$ cat src/rtl/div_unit_pkg.sv
// Shared CPU package: divider state encoding and iteration count, also used by
// the control unit to time its divide wait state.
package div_unit_pkg;

  localparam int unsigned DIV_ITER = 32;
  localparam int unsigned CNT_W    = $clog2(DIV_ITER);

  typedef enum logic [1:0] {
    IDLE = 2'd0,
    CALC = 2'd1,
    FIX  = 2'd2,
    DONE = 2'd3
  } divState_t;

endpackage

$ cat src/rtl/div_unit_if.sv
// Handshake and operand/result bundle between the control unit, the A/B
// registers and the divider.
interface div_unit_if #(
  parameter int unsigned WIDTH = 32
);

  logic             start;
  logic [WIDTH-1:0] a;
  logic [WIDTH-1:0] b;
  logic [WIDTH-1:0] hi;
  logic [WIDTH-1:0] lo;
  logic             busy;
  logic             done;
  logic             div_zero;

  modport master (
    output start, a, b,
    input  hi, lo, busy, done, div_zero
  );

  modport slave (
    input  start, a, b,
    output hi, lo, busy, done, div_zero
  );

endinterface

$ cat src/rtl/div_unit_step.sv
// One restoring-division iteration on unsigned magnitudes: shift {rem, quot}
// left and subtract the divisor when it fits.
module div_step #(
  parameter int unsigned WIDTH = 32
) (
  input  logic [WIDTH-1:0] rem,
  input  logic [WIDTH-1:0] quot,
  input  logic [WIDTH-1:0] divisor,
  output logic [WIDTH-1:0] remNext,
  output logic [WIDTH-1:0] quotNext
);

  logic [WIDTH:0] remSh;
  logic [WIDTH:0] trial;

  always_comb begin
    remSh = {rem, quot[WIDTH-1]};
    trial = remSh - {1'b0, divisor};
    // remSh < 2*divisor, so bit WIDTH of trial is set exactly when it borrowed
    if (!trial[WIDTH]) begin
      remNext  = trial[WIDTH-1:0];
      quotNext = {quot[WIDTH-2:0], 1'b1};
    end else begin
      remNext  = remSh[WIDTH-1:0];
      quotNext = {quot[WIDTH-2:0], 1'b0};
    end
  end

endmodule

$ cat src/rtl/div_unit.sv
// Sequential signed divider (MIPS div): remainder to hi, quotient to lo,
// fixed 33-edge latency from launch to done, zero-divisor flagged immediately.
module div_unit #(
  parameter int unsigned WIDTH = 32
) (
  input  logic       clock,
  input  logic       reset,
  div_unit_if.slave  bus
);

  import div_unit_pkg::*;

  divState_t        state, stateNext;
  logic [WIDTH-1:0] rem, quot, divisor;
  logic [WIDTH-1:0] remNext, quotNext;
  logic [WIDTH-1:0] absA, absB;
  logic [WIDTH-1:0] hiR, loR;
  logic [CNT_W-1:0] cnt;
  logic             signQ, signR;
  logic             busyR, doneR, zeroR;
  logic             zeroDiv;

  assign absA    = bus.a[WIDTH-1] ? -bus.a : bus.a;
  assign absB    = bus.b[WIDTH-1] ? -bus.b : bus.b;
  assign zeroDiv = (bus.b == '0);

  div_step #(.WIDTH(WIDTH)) uStep (
    .rem      (rem),
    .quot     (quot),
    .divisor  (divisor),
    .remNext  (remNext),
    .quotNext (quotNext)
  );

  always_ff @(posedge clock or posedge reset) begin
    if (reset) state <= IDLE;
    else       state <= stateNext;
  end

  always_comb begin
    stateNext = state;
    case (state)
      IDLE:    if (bus.start) stateNext = zeroDiv ? DONE : CALC;
      CALC:    if (cnt == CNT_W'(DIV_ITER - 1)) stateNext = FIX;
      FIX:     stateNext = DONE;
      DONE:    stateNext = IDLE;
      default: stateNext = IDLE;
    endcase
  end

  always_ff @(posedge clock or posedge reset) begin
    if (reset) begin
      rem     <= '0;
      quot    <= '0;
      divisor <= '0;
      signQ   <= 1'b0;
      signR   <= 1'b0;
      cnt     <= '0;
      hiR     <= '0;
      loR     <= '0;
      busyR   <= 1'b0;
      doneR   <= 1'b0;
      zeroR   <= 1'b0;
    end else begin
      case (state)
        IDLE: begin
          if (bus.start) begin
            if (zeroDiv) begin
              doneR <= 1'b1;
              zeroR <= 1'b1;
            end else begin
              rem     <= '0;
              quot    <= absA;
              divisor <= absB;
              signQ   <= bus.a[WIDTH-1] ^ bus.b[WIDTH-1];
              signR   <= bus.a[WIDTH-1];
              cnt     <= '0;
              busyR   <= 1'b1;
            end
          end
        end
        CALC: begin
          rem  <= remNext;
          quot <= quotNext;
          cnt  <= cnt + CNT_W'(1);
        end
        FIX: begin
          loR   <= signQ ? -quot : quot;
          hiR   <= signR ? -rem : rem;
          busyR <= 1'b0;
          doneR <= 1'b1;
        end
        DONE: begin
          doneR <= 1'b0;
          zeroR <= 1'b0;
        end
        default: ;
      endcase
    end
  end

  assign bus.hi       = hiR;
  assign bus.lo       = loR;
  assign bus.busy     = busyR;
  assign bus.done     = doneR;
  assign bus.div_zero = zeroR;

endmodule
$ cat src/flat_wrapper.sv
// flat-port wrapper written by rule: the top's interface ports become plain ports
module div_unit_flat import div_unit_pkg::*;
#(
  parameter int unsigned WIDTH = 32
)
  (clock, reset, bus_start, bus_a, bus_b, bus_hi, bus_lo, bus_busy, bus_done, bus_div_zero);
  div_unit_if #(.WIDTH(WIDTH)) bus_i ();
  input  logic clock;
  input  logic reset;
  input wire logic [$bits(bus_i.start)-1:0] bus_start;
  input wire logic [$bits(bus_i.a)-1:0] bus_a;
  input wire logic [$bits(bus_i.b)-1:0] bus_b;
  output wire logic [$bits(bus_i.hi)-1:0] bus_hi;
  output wire logic [$bits(bus_i.lo)-1:0] bus_lo;
  output wire logic [$bits(bus_i.busy)-1:0] bus_busy;
  output wire logic [$bits(bus_i.done)-1:0] bus_done;
  output wire logic [$bits(bus_i.div_zero)-1:0] bus_div_zero;
  assign bus_i.start = bus_start;
  assign bus_i.a = bus_a;
  assign bus_i.b = bus_b;
  assign bus_hi = bus_i.hi;
  assign bus_lo = bus_i.lo;
  assign bus_busy = bus_i.busy;
  assign bus_done = bus_i.done;
  assign bus_div_zero = bus_i.div_zero;
  div_unit #(.WIDTH(WIDTH)) u_core (.clock(clock), .reset(reset), .bus(bus_i));
endmodule
$ cat config.mk
export PLATFORM = sky130hd
export DESIGN_NAME = div_unit_flat
export DESIGN_NICKNAME = d
export VERILOG_FILES = /design/src/rtl/div_unit_pkg.sv /design/src/rtl/div_unit_if.sv /design/src/rtl/div_unit_step.sv /design/src/rtl/div_unit.sv /design/src/flat_wrapper.sv
export SDC_FILE = /design/constraint.sdc
export NUM_CORES = 1
export LEC_CHECK = 0
export BUFFER_PORTS_ARGS = -buffer_cell sky130_fd_sc_hd__buf_2
export CAP_MARGIN = 20
export CORE_MARGIN = 2
export CORE_UTILIZATION = 56
export DETAILED_ROUTE_END_ITERATION = 7
export GPL_TIMING_DRIVEN = 0
export PLACE_DENSITY = 0.77
export SYNTH_ARGS = -nofsm -noshare
export SYNTH_HDL_FRONTEND = slang
export SYNTH_SLANG_ARGS = --single-unit
$ cat constraint.sdc
create_clock -name clock -period 7.07 [get_ports clock]
set_input_delay 1.414 -clock clock [delete_from_list [all_inputs] [get_ports clock]]
set_output_delay 1.414 -clock clock [all_outputs]
set_load 0.02 [all_outputs]
==> summary.txt <==
Outcome - finished clean
Cell Pwr Density - 481 nW/um2
Layout fillers - 1646
Critical path peak fanout - 10
Gate Count Post-Synth - 1337
Worst Hold Launch - u_core.divisor[23]$_DFFE_PP0P_
Overall Power - 0.00619 W
Multi-input logic area - 6400 um2
Diode count - 0
FF-to-FF End - u_core.rem[0]$_DFFE_PP0P_
Root Driver - clkbuf_16
Clock Latency Late Sink - 430 ps
Synth area leader - dfrtp_1
Slew headroom - 38.6%
Pint - 0.00322 W
First-pass GRT wire length - 49300 um
Post-CTS setup buffer count - 0
Hold depth - 2
Vias in the first global route - 10000
Net Switching - 0.00297 W
Async set-reset flop share out of synthesis - 100%
Slew @ Worst Pin - 921 ps
Setup crit end kind - flop
Worst path cell trace - buf_2, or4_1, or4_1, nor4_2, nand3_1, nand3_1, a21boi_0, buf_2, buf_2, mux2_2
WHS Endpoint - u_core.divisor[23]$_DFFE_PP0P_
Pin count of the biggest net entering global routing - 133
DRT Wirelength - 29700 um
DIE AREA - 21200 um2
Fin crit share - 62.5%
Final Skew - 8.74 ps
Grt ovf - 0
Syn Nets - 1448
Post-detail-place hpwl - 22500 um
Initial antenna violation count - 0
Highest clock rate - 226 MHz
CP Class - in2reg
Synth area leaders - dfrtp_1 38%, xor2_1 7.4%, a21oi_1 6.1%
Yosys top cell area share - 38.4%
Seq/Total Area, Yosys - 38.4%
Syn-to-layout area delta - 14.7%
VDD IR-drop max - 0.000212 V
Cell with the most instances after synthesis - dfrtp_1
#FFs+latches synth - 172
Register area - 4300 um2
Die width - 145 um
Crit path largest cell delay - 580 ps
H-tree lvl count - 4
I/O Pins - 134
Final Hold Slack - 480 ps
Vias - 10300
CP dominant cell by count - buf_2
Final setup vio count - 0
Startpoint Class - primary input
Synth Cell Area - 11200 um2
CTS Buf Count - 17
Distinct cell type count after synthesis - 58
Row cnt - 51
WP data arrival - 4740 ps
Syn_area_per_cell - 8.39 um2
Routed wire per std cell - 16.8 um
Core Area - 19500 um2
Clock sinks - 172
Hold_buf cts - 0
Count of pins over their slew limit - 0
Port Buffers - 133
All-Layer GR Usage - 28.5%
Die height - 145 um
Drt pass-1 iters - 5
RD Place Congestion - 0.909
Reg2Reg Depth - 13
Max-Cap Viols - 0
CTS tree - done
Clock power share - 15.9%
Sequential share of power - 28.9%
Crit-path slowest cell - or4_1
Clk pin slew, worst setup/hold paths - 70 ps
Nets - 1601
Crit Reg-Reg Startpoint - u_core.quot[31]$_DFFE_PP0P_
LEAKAGE - 6.04 nW
YS warnings - 0
Post-synth EDFFs - 0
Ratio of cells with drive above 1 in the final layout - 14.0%
Switching Share - 47.9%
CP Data Required Time - 7390 ps
Drt drc - 0
Drt first-iter violations - 813
Via density - 5.82
Routed Antenna Nets - 0
Final hold vios - 0
Initial Util - 57.4%
Share of total power in combinational logic - 55.2%
Top_reg_cell synth - dfrtp_1
Clock tree buffer depth - 2
Post-CTS Resized - 0
Number of placed instances, taps included - 1736
Finished Layout Cells - 1768
Min Tclk post-route - 4420 ps
Unrepaired setup endpoints after global routing - no
R2r setup slk - 2770 ps
Commonest cells in the netlist - 172 x dfrtp_1, 145 x nand2_1, 136 x a21oi_1
HP Class - reg2reg
[per-layer routing]
layer / part of all wire, % / global-route usage, % / wire, um
met5: 0 / 0 / 0
met4: 2.9 / 11.3 / 856
met3: 6.1 / 4.51 / 1810
met2: 47 / 47.4 / 14100
met1: 44 / 37.5 / 13000
[per-stage QoR]
step	utilization [%]	setup TNS, ps	instance area, um2	setup slack, ps
2_1_floorplan	-	0	11200	996
5_1_grt	65.8	0	12900	2390
3_3_place_gp	62.5	-144650	12200	-855
3_5_place_dp	62.7	0	12200	2210
4_1_cts	65.8	0	12900	2670
6_report	65.8	0	12900	2650
[worst max path at each step]
stage,from,to,slack (ps)
2_1_floorplan,reset,u_core.bus.busy$_DFFE_PP0P_,1000
3_3_place_gp,reset,u_core.bus.lo[29]$_DFFE_PP0P_,-860
3_5_place_dp,bus_b[14],u_core.quot[27]$_DFFE_PP0P_,2210
4_1_cts,bus_b[14],u_core.quot[27]$_DFFE_PP0P_,2670
5_1_grt,u_core.quot[31]$_DFFE_PP0P_,u_core.rem[0]$_DFFE_PP0P_,2390
6_report,bus_b[14],u_core.quot[27]$_DFFE_PP0P_,2650
[power groups by stage]
stage	Sequential (W)	Combinational [W]	Clock (W)
floorplan	0.00194	0.00226	0
finish	0.00179	0.00342	0.000982
detailed placement	0.00179	0.00337	0
global placement	0.00178	0.00330	0
CTS	0.00178	0.00340	0.000990
global route	0.00185	0.00381	0.00103
[sequential cells by signal (all words and copies together), names as in the netlist]
name	count
u_core.bus.busy	1
u_core.bus.div_zero	1
u_core.bus.done	1
u_core.bus.hi	32
u_core.bus.lo	32
u_core.cnt	5
u_core.divisor	32
u_core.quot	32
u_core.rem	32
u_core.signQ	1
u_core.signR	1
u_core.state	2
[cells in the final DEF (no fill, tap or decap), drive strengths merged, types with 4 or more instances in the layout]
master / n
buf: 155
a21o: 14
or4: 15
clkbuf: 68
clkinv: 4
nand3b: 4
nand4: 5
mux2i: 8
nor4: 9
xor2: 95
nor3: 8
xnor2: 48
o211ai: 6
and3: 11
o21a: 5
inv: 66
a32oi: 6
o21ai: 106
nor2: 129
and2: 4
nand2: 145
mux2: 17
o41ai: 22
nand2b: 7
a31oi: 8
ha: 43
dfrtp: 172
o21bai: 4
or3: 14
or2: 8
nor2b: 7
o31ai: 34
nand3: 86
a21oi: 136
[critical path: cells and delay by family]
| kind | cells | cell delay [ps] |
|---|---|---|
| simple gates | 5 | 2000 |
| compound gates | 1 | 210 |
| mux | 1 | 370 |
| buf+inv | 3 | 730 |
[layout make-up]
cell class                      instances  area share (%)
Sequential cell                       172            33.5
Clock inverter                         14            1.41
Tap cell                              265            2.58
Timing Repair Buffer                  134            5.39
Multi-Input combinational cell       1034            49.8
Buffer                                 71            2.19
Inverter                               60            1.81
Clock buffer                           18            3.34
[cell families after synthesis]
| logic type | after synthesis | share of synthesized area [%] |
|---|---|---|
| adders and majority gates | 44 | 4.98 |
| muxes | 25 | 2.42 |
| xor gates and xnor gates | 143 | 11.2 |
| and+or+nand+nor | 456 | 18.8 |
| DFF | 172 | 38.4 |
| buffers and inverters | 131 | 4.52 |
| AOI/OAI and AO/OA | 366 | 19.7 |
(Power assumes the default switching activity.)
